**src/rtl/lv_owt_tx.sv**
```systemverilog
// One-wire frame transmitter for the LV->HV isolation channel.
// Sends head, cmd/data/CRC8 as pulse-width encoded bits, then a mandatory idle gap.
`timescale 1ns/1ps
module lv_owt_tx #(
  parameter int BIT_CYC  = 16,
  parameter int HEAD_HI  = 2,
  parameter int HEAD_LO  = 1,
  parameter int GAP_BITS = 2
) (
  input  logic       i_clk,
  input  logic       i_rst,
  input  logic       i_tx_en,
  input  logic       i_tx_vld,
  output logic       o_tx_rdy,
  input  logic [7:0] i_tx_cmd,
  input  logic [7:0] i_tx_data,
  output logic       o_lv_hv_owt_tx,
  output logic       o_tx_busy,
  output logic       o_tx_done
);

  localparam int HEAD_HI_CYC = HEAD_HI * BIT_CYC;
  localparam int HEAD_CYC    = (HEAD_HI + HEAD_LO) * BIT_CYC;
  localparam int GAP_CYC     = GAP_BITS * BIT_CYC;
  localparam int ONE_HI_CYC  = 3 * BIT_CYC / 4;
  localparam int ZERO_HI_CYC = BIT_CYC / 4;
  localparam int MAX_HB      = (HEAD_CYC > BIT_CYC) ? HEAD_CYC : BIT_CYC;
  localparam int MAX_PHASE   = (MAX_HB > GAP_CYC) ? MAX_HB : GAP_CYC;
  localparam int CW          = $clog2(MAX_PHASE);

  localparam logic [CW:0] HEAD_END    = HEAD_CYC[CW:0];
  localparam logic [CW:0] HEAD_HI_END = HEAD_HI_CYC[CW:0];
  localparam logic [CW:0] BIT_END     = BIT_CYC[CW:0];
  localparam logic [CW:0] GAP_END     = GAP_CYC[CW:0];
  localparam logic [CW:0] ONE_HI      = ONE_HI_CYC[CW:0];
  localparam logic [CW:0] ZERO_HI     = ZERO_HI_CYC[CW:0];

  typedef enum logic [1:0] {IDLE, HEAD, BITS, GAP} state_t;

  state_t        state;
  logic [CW-1:0] cnt;
  logic [4:0]    bit_cnt;
  logic [23:0]   sreg;
  logic [CW:0]   cnt_inc;
  logic [CW:0]   bit_hi;

  // CRC8, poly 0x07, init 0xFF, MSB-first over cmd then data
  function automatic logic [7:0] crc8(input logic [15:0] bytes);
    logic [7:0] c;
    c = 8'hFF;
    for (int i = 15; i >= 0; i--) begin
      c = {c[6:0], 1'b0} ^ ((c[7] ^ bytes[i]) ? 8'h07 : 8'h00);
    end
    return c;
  endfunction

  assign o_tx_rdy = (state == IDLE) && i_tx_en && !i_rst;
  assign cnt_inc  = {1'b0, cnt} + {{CW{1'b0}}, 1'b1};
  assign bit_hi   = sreg[23] ? ONE_HI : ZERO_HI;

  // The line is registered: each branch loads the level for the coming cycle.
  always_ff @(posedge i_clk) begin
    if (i_rst) begin
      state          <= IDLE;
      cnt            <= '0;
      bit_cnt        <= '0;
      sreg           <= '0;
      o_lv_hv_owt_tx <= 1'b0;
      o_tx_busy      <= 1'b0;
      o_tx_done      <= 1'b0;
    end else begin
      o_tx_done <= 1'b0;
      case (state)
        IDLE: begin
          if (i_tx_vld && o_tx_rdy) begin
            state          <= HEAD;
            cnt            <= '0;
            sreg           <= {i_tx_cmd, i_tx_data, crc8({i_tx_cmd, i_tx_data})};
            o_lv_hv_owt_tx <= 1'b1;
            o_tx_busy      <= 1'b1;
          end
        end
        HEAD: begin
          if (cnt_inc == HEAD_END) begin
            state          <= BITS;
            cnt            <= '0;
            bit_cnt        <= '0;
            o_lv_hv_owt_tx <= 1'b1;
          end else begin
            cnt            <= cnt_inc[CW-1:0];
            o_lv_hv_owt_tx <= (cnt_inc < HEAD_HI_END);
          end
        end
        BITS: begin
          if (cnt_inc == BIT_END) begin
            cnt <= '0;
            if (bit_cnt == 5'd23) begin
              state          <= GAP;
              o_lv_hv_owt_tx <= 1'b0;
              o_tx_done      <= 1'b1;
            end else begin
              bit_cnt        <= bit_cnt + 5'd1;
              sreg           <= {sreg[22:0], 1'b0};
              o_lv_hv_owt_tx <= 1'b1;
            end
          end else begin
            cnt            <= cnt_inc[CW-1:0];
            o_lv_hv_owt_tx <= (cnt_inc < bit_hi);
          end
        end
        GAP: begin
          if (cnt_inc == GAP_END) begin
            state     <= IDLE;
            cnt       <= '0;
            o_tx_busy <= 1'b0;
          end else begin
            cnt <= cnt_inc[CW-1:0];
          end
        end
        default: state <= IDLE;
      endcase
    end
  end

endmodule

```
**config.mk**
```make
export PLATFORM = sky130hd
export DESIGN_NAME = lv_owt_tx
export DESIGN_NICKNAME = d
export VERILOG_FILES = /design/src/rtl/lv_owt_tx.sv
export SDC_FILE = /design/constraint.sdc
export NUM_CORES = 1
export LEC_CHECK = 0
export ABC_AREA = 1
export BUFFER_PORTS_ARGS = -buffer_cell sky130_fd_sc_hd__clkbuf_2
export CAP_MARGIN = 20
export CORE_MARGIN = 2
export CORE_UTILIZATION = 30
export DETAILED_ROUTE_END_ITERATION = 6
export PLACE_DENSITY = 0.57
export SLEW_MARGIN = 30
export SYNTH_ARGS = -nofsm -noshare
export SYNTH_HDL_FRONTEND = slang
export SYNTH_SLANG_ARGS = --single-unit
```
**constraint.sdc**
```tcl
create_clock -name i_clk -period 1.8 [get_ports i_clk]
set_input_delay 0.09 -clock i_clk [delete_from_list [all_inputs] [get_ports i_clk]]
set_output_delay 0.09 -clock i_clk [all_outputs]
set_load 0.005 [all_outputs]
```
==> Yosys cells after proc, flatten, opt, wreduce, memory -nomap -nowiden <==
Index checks and enable logic that the tools add are counted.
{ "word_totals": {"regBits": 40, "input_bits": 20, "out_inout_bits": 4, "word_cells": 116} }
{ "classes": {"addsub": 2, "n_lt_le_gt_ge": 2, "n_eq_ne": 13, "n_mux": 44, "n_bitwise": 33, "reduce_logical": 15} }
{ "op_table": {"columns": ["cell", "count"], "rows": [
  ["8-bit by 3-bit bitwise XOR with 8-bit output", 15],
  ["24-bit two-way mux", 3],
  ["3-bit two-way mux", 16],
  ["24-bit case mux with 2 select lines", 1],
  ["6-bit two-way mux", 4],
  ["6-bit case mux with 4 select lines", 1],
  ["5-bit two-way mux", 3],
  ["1-bit bitwise XOR", 15],
  ["7-bit by 6-bit == test with 1-bit output, second input constant", 2],
  ["2-bit two-way mux", 5],
  ["2-bit != test, second input constant", 5],
  ["5-bit case mux with 2 select lines", 1],
  ["2-bit case mux with 4 select lines", 1],
  ["4-bit AND reduction", 2],
  ["6-bit by 1-bit adder with 7-bit output, second input constant", 1],
  ["7-bit by 5-bit == test with 1-bit output, second input constant", 1],
  ["7-bit by 4-bit < comparator with 1-bit output", 1],
  ["7-bit by 6-bit < comparator with 1-bit output, second input constant", 1],
  ["2-bit NOT with 7-bit output", 1],
  ["1-bit two-way mux", 6],
  ["2-bit nonzero test", 3],
  ["5-bit by 1-bit adder with 5-bit output, second input constant", 1],
  ["5-bit == test, second input constant", 1],
  ["5-bit AND reduction", 1],
  ["other kinds (14)", 18]
]} }

==> Longest topological paths before layout <==
Gate-level depths: netlist of the first run.
{ "logic_depth": {"word_depth": 49, "mapped_depth": 13, "mapped_depth_nobuf": 13} }

==> Least setup slack after synthesis of the first run <==
Ideal clock, no wire load.
{ "synth_path": {"path_kind": "register -> register", "startpoint": "register state[0]", "endpoint": "register sreg[19]", "setup_time_ns": 0.116, "t_arrival_ns": 1.669, "t_required_ns": 1.684, "setup_slack_ns": 0.015, "stages_incl_launch_ff": 12, "n_path_buf": 1, "period_less_slack_ns": 1.785, "path_cell_list": "dfxtp_1 -> inv_1 -> ha_1 -> nand2_2 -> nor2_2 -> a21oi_2 -> nor2_2 -> nand2_1 -> a21oi_4 -> buf_6 -> nand3_1 -> o211a_1"} }
{ "synth_via": {"elab_chain_len": 6, "word_cells_on_any_way": 11, "classes_between": "eq/ne (4); mux (1); reduce/logical (6)"} }
{ "synth_lines": {"columns": ["element", "line_no", "rtl"], "rows": [
  ["from (decl)", "40", "state_t state;"],
  ["from (signal assigned)", "64", "state <= IDLE;"],
  ["from (signal assigned)", "76", "state <= HEAD;"],
  ["from (signal assigned)", "85", "state <= BITS;"],
  ["2-bit zero test", "57", "assign o_tx_rdy = (state == IDLE) && i_tx_en && !i_rst;"],
  ["1-bit logical AND (2 in a row)", "57", null],
  ["named net o_tx_rdy", "14", "output logic o_tx_rdy,"],
  ["1-bit logical AND", "75", "if (i_tx_vld && o_tx_rdy) begin"],
  ["2-bit by 1-bit != test with 1-bit output (no source line)", null, null],
  ["4-bit AND reduction (no source line)", null, null],
  ["to (signal assigned)", "78", "sreg <= {i_tx_cmd, i_tx_data, crc8({i_tx_cmd, i_tx_data})};"],
  ["to (signal assigned)", "103", "sreg <= {sreg[22:0], 1'b0};"],
  ["to (decl)", "43", "logic [23:0] sreg;"]
]} }
The timed path passes the listed nets, and every way through them passes these cells.
A chain may end at the register's enable or synchronous reset.

==> Final worst setup path of the first run <==
{ "layout_path": {"startpoint": "register cnt[1]", "endpoint": "register sreg[13]"} }
{ "layout_via": {"elab_chain_len": 4} }
{ "layout_lines": {"columns": ["element", "line_no", "rtl"], "rows": [
  ["from (decl)", "41", "logic [CW-1:0] cnt;"],
  ["from (signal assigned)", "90", "cnt <= cnt_inc[CW-1:0];"],
  ["from (signal assigned)", "107", "cnt <= cnt_inc[CW-1:0];"],
  ["from (signal assigned)", "117", "cnt <= cnt_inc[CW-1:0];"],
  ["6-bit by 1-bit adder with 7-bit output", "58", "assign cnt_inc = {1'b0, cnt} + {{CW{1'b0}}, 1'b1};"],
  ["7-bit by 5-bit == test with 1-bit output", "95", "if (cnt_inc == BIT_END) begin"],
  ["2-bit != test (no source line)", null, null],
  ["4-bit AND reduction (no source line)", null, null]
]} }
No other way between the ends.

==> summary.txt, run 1 <==
Die
  • Die extent in x: 99.3 µm
  • Core area: 8760 µm²
  • Die H: 99.3 µm
  • Die area: 9870 µm²
  • Cell row count: 34
  • Starting Density: 31.1%
  • I/O Pins: 24

Synth
  • Synth area leaders: dfxtp_1, nand2_1, nor2_1
  • Syn avg cell area: 6.25 µm²
  • Leading area contributor after synthesis: dfxtp_1
  • Yosys warns: 0
  • Seq/Total Area, Yosys: 29.4%
  • Post-synthesis instance area: 2730 µm²
  • Cells after synthesis: 436
  • Synthesized net count: 464
  • Netlist cell types: 33
  • Yosys top cell area share: 29.4%
  • Yosys reg bits: 40

Routing
  • DRC Markers: 0
  • WL final: 7340 µm
  • Post-route ant nets: 0
  • Drt wl/cell: 12.4 µm
  • Drt first pass iters: 4
  • Initial drt markers: 122
  • Via density: 4.79
  • Via count: 2836

Critical path
  • Critical setup path kind: flip-flop to flip-flop
  • Worst setup SP type: flip-flop
  • WP data required: 2000 ps
  • Worst Path Max Fanout: 14
  • Worst Path Arrival: 2010 ps
  • Crit. End Element: flip-flop

Global route
  • Routing usage on met1: 18.7%
  • Met3 track demand over resource: 1.69%
  • GRT Residual Overflow: 0
  • Met2 Use GR: 22.6%
  • Vias in the first global route: 2485
  • First-pass GRT wire length: 11200 µm
  • Pin count of the biggest net entering global routing: 30
  • Initial antenna violation count: 0
  • Global Route Usage Sum: 13.6%
  • Busiest grt layer: met2

Timing
  • RSZ-0062 raised after global routing: true
  • Final setup viols: 3
  • Final hold viol count: 0
  • Headroom to the max-slew limit: 81.3%
  • Setup ws final: -5.30 ps
  • Tcrit/Tclk final: 100%
  • Slew @ Worst Pin: 279 ps
  • Max Freq: 554 MHz
  • Clk_skew: 13.3 ps
  • Minimum clock period: 1810 ps
  • Slew Viols, Final: 0

Cells and area
  • Fraction of layout cells with a size suffix above 1: 24.2%
  • Final nets: 511
  • Ant diodes: 0
  • P&R area growth vs syn: 29.0%
  • Final Util: 40.1%

Power and ir drop
  • Pwr dens: 1390 nW/µm²
  • Overall power: 4.90 mW
  • VDD IR max: 0.468 mV
  • Leak: 1.65 nW

Clock tree
  • Worst-Skew Late Latency: 300 ps
  • CTS Sinks: 40
  • Clock root buffer: clkbuf_8
  • CTS tree: built
  • Worst-path clk slew: 90 ps
  • Post-CTS Hold Buffers: 0
  • CTS H-Tree Depth: 2
  • Total CTS buffers: 5
  • CTS max path bufs: 2

Placed design
  • Port Buf Inserts: 23
  • RePlAce Congestion: 0.795
  • Detailed-placement wirelength estimate: 5080 µm

Run
  • MaxCap Viol Count: 0

Worst hold path
  • Hold/Removal Path Class: primary input to flip-flop

Status
  • Status: complete, but fails checks
  • Violated checks: negative setup slack
cells in the mapped netlist (all sizes together):
library cell and n:
nand2 142, nand3b 1, xnor2 5, a21oi 26, nor2 59, o21bai 1, buf 7, xor2 9
nand3 42, o21ai 36, ha 8, nor3 2, inv 37, nand2b 1, nor3b 2, clkinv 1
or2 3, clkbuf 7, dfxtp 40, o211a 3, nand4 4
flip-flops by register name (all words and copies together) (netlist names):
register and flops:
o_tx_busy 1, bit_cnt 5, cnt 6, o_lv_hv_owt_tx 1, sreg 24, state 2
o_tx_done 1
layout by cell type, fill, tap and decap left out, types with 4 or more instances in the layout:
cell,instances
clkbuf_8,6
xnor2_1,4
clkbuf_2,23
nand2_1,134
o21ai_0,21
nand3_1,37
a21oi_1,18
nor2_1,47
a21oi_2,7
o21ai_1,14
inv_1,34
nor2_2,9
nand2_2,5
xor2_1,8
dfxtp_1,33
dfxtp_2,7
buf_4,24
ha_1,5
layer usage:
layer	vias up	share of wire, %
li1	1489	-
met2	35	48
met5	-	0
met4	0	1.2
met1	1302	48
met3	10	3.0
path summary, 6_finish.rpt:
check                                          start                     to  slack [ps]  depth (start not counted)
worst max-delay path             cnt[1]$_SDFFE_PP0P_  sreg[13]$_SDFFE_PP0P_          -5                         10
worst min-delay path                    i_tx_data[4]  sreg[12]$_SDFFE_PP0P_         180                          4
worst max register to register   cnt[1]$_SDFFE_PP0P_  sreg[13]$_SDFFE_PP0P_          -5                         10
worst min register to register  sreg[5]$_SDFFE_PP0P_   sreg[5]$_SDFFE_PP0P_         480                          2
what timing repair did:
item,4_1_cts,5_1_grt
resized for setup,4,47
setup endpoints to repair,8,35
hold endpoints to repair,0,0
pin swaps,0,10
cloned,0,3
setup buffers,0,6
report_power, final:
part           switching, mW  total [mW]  internal [mW]
registers              0.168        1.36           1.19
clock network          0.335       0.646          0.311
logic                   1.63        2.90           1.27
total                   2.13        4.90           2.77
worst max-delay path: stages, from the launching register on:
cell     delay (ps)
dfxtp_2         360
buf_4           140
nand4_4         130
o21ai_2         160
nand2_2         130
inv_2           100
nand2_4          90
a21oi_4         220
buf_12          170
nand3_1          90
o211a_1         120
logic make-up (layout without fill, tap and decap cells):
| logic type | Yosys count | after routing | share of synthesized area [%] |
|---|---|---|---|
| adders and majority gates | 8 | 8 | 3.67 |
| and+or+nand+nor | 256 | 256 | 40.6 |
| AOI/OAI and AO/OA | 66 | 66 | 13.4 |
| xor gates and xnor gates | 14 | 14 | 4.77 |
| DFF | 40 | 40 | 29.4 |
| buffers and inverters | 52 | 100 | 8.17 |
cell type report:
class	instances	area (µm²)
clock buffers	6	82.6
clock inverters	2	15.0
fillers	912	5250
inverters	38	143
multi-input cells	344	1900
flip-flops and latches	40	810
well taps	108	135
repair buffers	54	433
through the flow:
| stage | setup TNS (ps) | area (µm²) | instances | setup WS [ps] | hold WS [ps] |
|---|---|---|---|---|---|
| after global placement | 0 | 3090 | 575 | 22.8 | 450 |
| after floorplan | 0 | 2730 | 436 | 15.1 | 267 |
| after global routing | -1950 | 3520 | 592 | -107 | 200 |
| after CTS | -9.18 | 3200 | 583 | -9.18 | 178 |
| final | -13.8 | 3520 | 592 | -5.30 | 180 |
| after detailed placement | -56.6 | 3090 | 575 | -27.3 | 446 |
Note: power is estimated with default switching activity, not from simulation.
==> run 2, diff against run 1 <==
--- a/config.mk
+++ b/config.mk
@@ -11,7 +11,7 @@
 export CORE_MARGIN = 2
 export CORE_UTILIZATION = 30
 export DETAILED_ROUTE_END_ITERATION = 6
-export PLACE_DENSITY = 0.57
+export PLACE_DENSITY_LB_ADDON = 0.12
 export SLEW_MARGIN = 30
 export SYNTH_ARGS = -nofsm -noshare
 export SYNTH_HDL_FRONTEND = slang
==> summary.txt, run 2 (synthesis gave the netlist of run 1 again) <==
Die
  • Starting Density: 31.1%
  • Cell row count: 34
  • Die extent in x: 99.3 µm
  • Core area: 8760 µm²
  • Die H: 99.3 µm
  • I/O Pins: 24
  • Die area: 9870 µm²

Critical path
  • Critical path, cell by cell: ha_4 > nand3_4 > xor2_4 > nor2_4 > nand2_4 > a21oi_4 > buf_12 > buf_12 > o21ai_2 > nor2_1
  • Crit-path slowest cell: dfxtp_4
  • Largest delay share family, worst path: simple AND/OR/NAND/NOR gates
  • Crit. End Element: flip-flop
  • Worst path buffer plus inverter count: 2
  • Slowest cell delay on critical path: 380 ps
  • Worst Path Arrival: 2000 ps
  • Critical setup path kind: flip-flop to flip-flop
  • Worst setup SP type: flip-flop
  • WP data required: 2030 ps
  • Most used cell, CP: buf_12
  • Worst Path Max Fanout: 7

Timing
  • Final hold viol count: 0
  • Clk_skew: 15.1 ps
  • RSZ-0062 raised after global routing: true
  • Max Freq: 564 MHz
  • Headroom to the max-slew limit: 79.0%
  • Setup ws final: 28.5 ps
  • Minimum clock period: 1770 ps
  • Slew Viols, Final: 0
  • Slew @ Worst Pin: 312 ps
  • Tcrit/Tclk final: 98.4%
  • Final setup viols: 0

Routing
  • Via count: 2822
  • WL final: 7750 µm
  • Drt first pass iters: 5
  • DRC Markers: 0
  • Top sig layer: met4
  • Via density: 4.72
  • Routed met3 length: 281 µm
  • Drt wl/cell: 13.0 µm
  • WL met2: 3530 µm
  • Post-route ant nets: 0
  • Initial drt markers: 100
  • Routed met1 length: 3800 µm

Placed design
  • RePlAce Congestion: 0.814
  • Port Buf Inserts: 23
  • Detailed-placement wirelength estimate: 5550 µm
  • Post-place setup slack: -37.9 ps

Cells and area
  • Ant diodes: 0
  • P&R area growth vs syn: 33.5%
  • Final Util: 41.5%
  • Top reg by flops: sreg
  • Commonest non-fill, non-tap cell in the layout: nand2_1
  • Largest registers: sreg x24, cnt x6, bit_cnt x5
  • Fraction of layout cells with a size suffix above 1: 28.2%
  • Most frequent cells in the layout: nand2_1, nor2_1, nand3_1
  • Final nets: 517
  • Max FFs per register: 24

Clock tree
  • Clock root buffer: clkbuf_8
  • Total CTS buffers: 5
  • CTS H-Tree Depth: 2
  • CTS max path bufs: 2
  • CTS Sinks: 40
  • CTS tree: built
  • Worst-path clk slew: 90 ps
  • Worst-Skew Late Latency: 300 ps

Status
  • Status: complete, no violations

Power and ir drop
  • Leak: 1.69 nW
  • Pwr dens: 1430 nW/µm²
  • VDD IR max: 0.471 mV
  • Overall power: 5.20 mW

Global route
  • GRT Residual Overflow: 0
  • Global Route Usage Sum: 16.3%
  • First-pass GRT wire length: 13000 µm
  • Pin count of the biggest net entering global routing: 36
  • Vias in the first global route: 2685
  • Initial antenna violation count: 0

Worst hold path
  • Hold/Removal Path Class: primary input to flip-flop

Run
  • MaxCap Viol Count: 0
==> run 2: worst paths after layout <==
kind / start / end / slack, ps / cells after the start
max: cnt[0]$_SDFFE_PP0P_ / sreg[21]$_SDFFE_PP0P_ / 30 / 10
min: i_tx_data[4] / sreg[12]$_SDFFE_PP0P_ / 190 / 4
max reg2reg: cnt[0]$_SDFFE_PP0P_ / sreg[21]$_SDFFE_PP0P_ / 30 / 10
min reg2reg: sreg[4]$_SDFFE_PP0P_ / sreg[4]$_SDFFE_PP0P_ / 480 / 2
==> run 2: metal layers <==
layer / vias to the layer above / track usage [%]
li1: 1497 / -
met2: 43 / 24.4
met3: 12 / 3.02
met4: 0 / 5.37
met1: 1270 / 23.7
met5: - / 0
==> run 2: power breakdown <==
part / internal, mW / leakage [nW] / switching, mW / total [mW]
Combinational: 1.33 / 1.30 / 1.72 / 3.05
Sequential: 1.20 / 0.333 / 0.196 / 1.39
Clock: 0.411 / 0.0541 / 0.338 / 0.749
Total: 2.94 / 1.69 / 2.26 / 5.20
==> run 2: cell type report <==
class / count / area (µm²)
fill: 967 / 5120
tap: 108 / 135
multi-input combinational: 344 / 1970
inverter: 38 / 145
sequential: 40 / 822
clock buffer: 5 / 68.8
timing repair buffer: 60 / 460
clock inverter: 3 / 42.5
==> run 2: worst register-to-register path: cells and delay by family, from the launching register on <==
kind                     cells  cell delay [ps]
adder cells (fa/ha/maj)      1              180
AND/OR/NAND/NOR              4              450
flip-flops                   1              380
XOR/XNOR                     1              180
buffers and inverters        2              260
AO/OA/AOI/OAI                2              260
==> run 2: what timing repair did <==
| action | in CTS | in global routing |
|---|---|---|
| resized for setup | 29 | 63 |
| cloned | 3 | 0 |
| pin swaps | 11 | 34 |
| setup endpoints to repair | 10 | 36 |
| hold buffers | 0 | 0 |
| endpoints found under the hold margin | 0 | 0 |
| setup buffers | 12 | 3 |
==> run 2: per-stage QoR <==
stage / hold WS, ps / instances / cell area [µm²] / setup TNS, ps
after global routing: 217 / 598 / 3640 / -1270
final: 188 / 598 / 3640 / 0
after detailed placement: 432 / 576 / 3080 / -87.4
after global placement: 429 / 576 / 3080 / -5.72
after CTS: 179 / 599 / 3480 / -1.25
after floorplan: 267 / 436 / 2730 / 0
